`config.mk`:
```
export PLATFORM = sky130hd
export DESIGN_NAME = jt34061_arb
export DESIGN_NICKNAME = d
export VERILOG_FILES = /design/src/rtl/jt34061_arb.sv
export SDC_FILE = /design/constraint.sdc
export NUM_CORES = 1
export LEC_CHECK = 0
export ABC_CLOCK_PERIOD_IN_PS = 4600
export CAP_MARGIN = 0
export CORE_AREA = 4 4 80 82
export CTS_CLUSTER_SIZE = 8
export DETAILED_ROUTE_END_ITERATION = 10
export DIE_AREA = 0 0 84 86
export PLACE_DENSITY_LB_ADDON = 0.2
export SETUP_SLACK_MARGIN = 0.5
export SLEW_MARGIN = 20
export SYNTH_ARGS = -nofsm -noshare
export SYNTH_HDL_FRONTEND = slang
export SYNTH_SLANG_ARGS = --single-unit
```
`constraint.sdc`:
```
create_clock -name clk -period 4.6 [get_ports clk]
set_input_delay 0.69 -clock clk [delete_from_list [all_inputs] [get_ports clk]]
set_output_delay 0.69 -clock clk [all_outputs]
set_load 0.03 [all_outputs]
```
`src/rtl/jt34061_arb.sv`:
```
// VRAM cycle arbiter for the 34061-style video controller: shares the DRAM between
// shift-register transfers, refresh and host accesses, one fixed-length cycle at a time.
module jt34061_arb #(
  parameter int unsigned CYC_LEN     = 4,  // memory-cycle length in cen ticks (2..15)
  parameter int unsigned RFSH_URGENT = 4   // pending refreshes at which refresh beats host
) (
  input  logic       clk,
  input  logic       rst,
  input  logic       cen,
  input  logic       srt_req,
  input  logic [9:0] srt_row,
  input  logic       rfsh_tick,
  input  logic       host_req,
  input  logic [9:0] host_row,
  output logic       ram_cyc,
  output logic [1:0] ram_op,
  output logic [9:0] ram_row,
  output logic       host_ack,
  output logic       srt_done,
  output logic [2:0] rfsh_pend,
  output logic       rfsh_ovf
);

  typedef enum logic [1:0] {
    IDLE = 2'd0,
    HOST = 2'd1,
    RFSH = 2'd2,
    SRT  = 2'd3
  } state_t;

  localparam logic [3:0] CNT_LOAD = 4'(CYC_LEN - 1);

  state_t     state;
  state_t     grant;
  logic [3:0] cnt;
  logic       srt_pend;
  logic [9:0] srt_row_l;
  logic [9:0] rfsh_addr;
  logic       rfsh_urgent;
  logic       rfsh_grant;

  assign ram_op      = state;
  assign rfsh_urgent = 32'(rfsh_pend) >= RFSH_URGENT;
  assign rfsh_grant  = (state == IDLE) && (grant == RFSH);

  // Fixed priority: video transfer, urgent refresh, host, background refresh.
  always_comb begin
    grant = IDLE;
    if (srt_pend)              grant = SRT;
    else if (rfsh_urgent)      grant = RFSH;
    else if (host_req)         grant = HOST;
    else if (rfsh_pend != 3'd0) grant = RFSH;
  end

  always_ff @(posedge clk or posedge rst) begin
    if (rst) begin
      state     <= IDLE;
      cnt       <= 4'd0;
      ram_cyc   <= 1'b0;
      ram_row   <= 10'd0;
      host_ack  <= 1'b0;
      srt_done  <= 1'b0;
      srt_pend  <= 1'b0;
      srt_row_l <= 10'd0;
      rfsh_addr <= 10'd0;
      rfsh_pend <= 3'd0;
      rfsh_ovf  <= 1'b0;
    end else begin
      // NOTE: completion pulses default low on every clk, not only on cen, so each lasts one clk.
      host_ack <= 1'b0;
      srt_done <= 1'b0;
      if (cen) begin
        if (srt_req) begin
          srt_pend  <= 1'b1;
          srt_row_l <= srt_row;
        end
        case (state)
          IDLE: begin
            if (grant != IDLE) begin
              state   <= grant;
              ram_cyc <= 1'b1;
              cnt     <= CNT_LOAD;
              case (grant)
                SRT: begin
                  ram_row  <= srt_row_l;
                  // A request landing on the grant tick stays pending for the next frame line.
                  srt_pend <= srt_req;
                end
                RFSH:    ram_row <= rfsh_addr;
                default: ram_row <= host_row;
              endcase
            end
          end
          default: begin
            if (cnt == 4'd0) begin
              state    <= IDLE;
              ram_cyc  <= 1'b0;
              host_ack <= (state == HOST);
              srt_done <= (state == SRT);
              if (state == RFSH) rfsh_addr <= rfsh_addr + 10'd1;
            end else begin
              cnt <= cnt - 4'd1;
            end
          end
        endcase
        // A tick and a refresh grant on the same cen cancel each other out.
        if (rfsh_tick && !rfsh_grant) begin
          if (rfsh_pend == 3'd7) rfsh_ovf  <= 1'b1;
          else                   rfsh_pend <= rfsh_pend + 3'd1;
        end else if (!rfsh_tick && rfsh_grant) begin
          rfsh_pend <= rfsh_pend - 3'd1;
        end
      end
    end
  end

endmodule

```
==> key figures <==
Worst setup path
  – Worst Path Required: 4.79 ns
  – Crit path arrival time: 3.16 ns
  – Reg2reg start: rfsh_pend[1]$_DFFE_PP0P_
  – Startpoint class of the critical path: input port
  – Cell Chain, Critical Path: clkdlybuf4s50_1 > o21ai_4 > nand3_2 > nand2_1 > xor2_1 > ha_1 > and4b_1 > o21ai_0 > nor4b_1
  – Reg2reg path depth: 9
  – R2r setup slk: 1.98 ns
  – CP max-delay cell: o21ai_4
  – Max incr delay on CP: 0.58 ns
  – Crit path max fanout: 25
  – WS Path Type: in2reg
  – Worst setup EP type: register
  – Reg2reg end: rfsh_pend[1]$_DFFE_PP0P_

Placed design
  – Placed cell area: 2670 µm²
  – Routability Congestion: 0.749
  – Post-Place Cells: 309
  – Pre-CTS WS: 1.31 ns
  – Post-DP HPWL: 3.31 mm
  – Port buffer count: 44

Timing
  – Clk_skew: 0.00770 ns
  – Final Critical Period: 2.97 ns
  – Slew Limit Fails: 0
  – Hold WS: 0.473 ns
  – RSZ-0062 raised after global routing: false
  – Fmax achieved: 337 MHz
  – Final worst setup slack: 1.63 ns
  – Final hold vios: 0
  – TNS Setup: 0 ns
  – Final setup fails: 0
  – Worst-Margin Slew: 0.619 ns
  – Slew headroom: 0.586
  – Post-route clock period utilization: 0.646

Pwr
  – Max VDD drop: 275 µV
  – P_sw: 0.585 mW
  – Clock power frac: 0.169
  – Overall power: 1.48 mW
  – Leakage Power: 1.28 nW
  – Pwr/cell area: 537 nW/µm²
  – Internal power: 0.899 mW
  – Combinational Power Share: 0.415
  – Switching share of power: 0.394
  – Seq pwr share: 0.416

Cells and area
  – Fin cells: 317
  – Final #Nets: 271
  – Register area: 1100 µm²
  – Share of post-route cells with drive strength above 1: 0.112
  – Final Util: 0.481
  – Synth-to-Final Area Change: 26.2%
  – Fill cell count: 569
  – Footprint of the multi-input gates: 1010 µm²
  – Post-route cell area: 2770 µm²
  – Number of diodes: 0

Floorplan
  – Rows: 28
  – Die span in y: 86 µm
  – Die ar.: 7220 µm²
  – Initial Util: 0.381
  – I/O pins: 45
  – Core area: 5750 µm²
  – Die X: 84 µm

Yosys
  – Ys async rst share: 1.00
  – Syn_nets: 231
  – Sequential fraction of the synthesis area: 0.503
  – Main synth FF type: dfrtp_1
  – Post-Syn Area per Cell: 10.9 µm²
  – Distinct cell type count after synthesis: 40
  – Mapped Cells: 201
  – Seq cells post-synth: 44
  – Post-synth EDFFs: 0
  – Syn. warnings: 0
  – Cell Area, Synth: 2190 µm²

Route
  – DR vias/cell: 5.10
  – DRC errors left: 0
  – Drt first pass iters: 4
  – DRT antenna net count: 0
  – Final WL: 4.59 mm
  – DRT iter0 DRCs: 71
  – Wire per inst: 14.5 µm
  – Via total after detailed routing: 1617

Global routing
  – GRT Total Usage: 0.135
  – Pin count of the biggest net entering global routing: 45
  – First-pass GRT wire length: 7.72 mm
  – Vias in the first global route: 1504
  – Total gr overflow: 0
  – Initial antenna violation count: 0

Clock tree
  – Worst-case clock buffer depth: 2
  – H-Tree Depth: 2
  – Clock latency at the later pin of the worst-skew pair: 0.30 ns
  – CTS Sinks: 44
  – Clk slew on worst S/H paths: 0.08 ns
  – Post CTS Setup Buffer Count: 0
  – Post-cts repair resize count: 0
  – CTS tree: done
  – # hold bufs at CTS: 0
  – Root Driver: clkbuf_8
  – Cts bufs inserted: 5

Worst hold path
  – Worst hold start: rfsh_ovf$_DFFE_PP0P_
  – Hold Path Class: reg2reg
  – Hold endpoint: rfsh_ovf$_DFFE_PP0P_
  – Worst hold path stage count: 1

Run
  – Max-cap violation count: 0

Run status
  – Status: complete, no violations
## cells in the final DEF (no fill, tap or decap), drive strengths merged
master	instances
and4b	2
nor4b	1
nor3b	5
o221a	1
clkinv	1
ha	4
clkinvlp	1
o211a	1
nor2b	1
and3	3
nor2	23
o21bai	1
nand3	3
xnor2	6
mux2i	4
a22oi	10
o21ai	5
a21o	10
nand2	16
nor3	1
nand4	5
dfrtp	44
and4	1
nand2b	2
mux2	11
buf	1
inv	4
or3	1
xor2	5
a41o	1
clkdlybuf4s50	44
a211oi	10
clkbuf	7
a32o	1
a21oi	6
## Yosys cell counts (4+ instances only)
master | number | share of area
nor3b_1 | 4 | 0.014
nand4_1 | 4 | 0.011
a21oi_1 | 5 | 0.011
a211oi_1 | 10 | 0.034
inv_1 | 5 | 0.0086
a22oi_1 | 10 | 0.034
o21ai_0 | 4 | 0.0091
xnor2_1 | 6 | 0.024
mux2i_1 | 4 | 0.018
a21o_1 | 10 | 0.034
nand2_1 | 16 | 0.027
ha_1 | 4 | 0.023
nor2_1 | 22 | 0.038
mux2_2 | 11 | 0.057
clkbuf_1 | 4 | 0.0069
buf_2 | 6 | 0.014
xor2_1 | 5 | 0.020
dfrtp_1 | 44 | 0.50
## registers in the layout, summed over array words and instances (netlist names)
name	cells
rfsh_addr	10
ram_cyc	1
ram_row	10
host_ack	1
srt_row_l	10
srt_pend	1
cnt	4
rfsh_pend	3
ram_op	2
rfsh_ovf	1
srt_done	1
## worst max-delay path, delay by kind of cell
kind | cells | cell delay (ns)
xor gates and xnor gates | 1 | 0.07
AOI/OAI and AO/OA | 2 | 0.70
adders and majority gates | 1 | 0.30
buffers and inverters | 1 | 0.55
and+or+nand+nor | 4 | 0.84
## cell families after synthesis
| family | share of synthesized area |
|---|---|
| adders and majority gates | 0.0228 |
| muxes | 0.0748 |
| xor gates and xnor gates | 0.0440 |
| buffers and inverters | 0.0365 |
| and+or+nand+nor | 0.157 |
| DFF | 0.503 |
| AOI/OAI and AO/OA | 0.162 |
## layout make-up
type,instances,area share
flip-flops and latches,44,0.398
well taps,75,0.0339
multi-input cells,140,0.365
repair buffers,45,0.162
clock inverters,1,0.00271
clock buffers,7,0.0312
inverters,5,0.00679
## per-layer routing
layer,track usage,wire (µm),up-vias
met3,0.0336,173,7
met2,0.214,2310,31
met4,0.0439,66,0
li1,-,-,797
met5,0,0,-
met1,0.182,2030,782
## worst max-delay path by stage
stage                                   startpoint                        to  slack, ns  cells after the start
after floorplan           rfsh_pend[0]$_DFFE_PP0P_  rfsh_pend[1]$_DFFE_PP0P_       2.39                     10
after global placement                    host_req  rfsh_pend[1]$_DFFE_PP0P_       1.36                      9
after detailed placement                  host_req  rfsh_pend[1]$_DFFE_PP0P_       1.31                      9
after CTS                                 host_req  rfsh_pend[1]$_DFFE_PP0P_       1.61                      9
after global routing                      host_req  rfsh_pend[1]$_DFFE_PP0P_       1.28                      9
final                                     host_req  rfsh_pend[1]$_DFFE_PP0P_       1.63                      9
## power groups by stage
stage	Combinational, mW	Clock, mW	Sequential, mW
floorplan	0.312	0	0.713
global placement	0.614	0	0.624
detailed placement	0.623	0	0.627
CTS	0.624	0.263	0.619
global route	0.675	0.276	0.639
finish	0.616	0.251	0.617
Note: power is estimated with default switching activity, not from simulation.
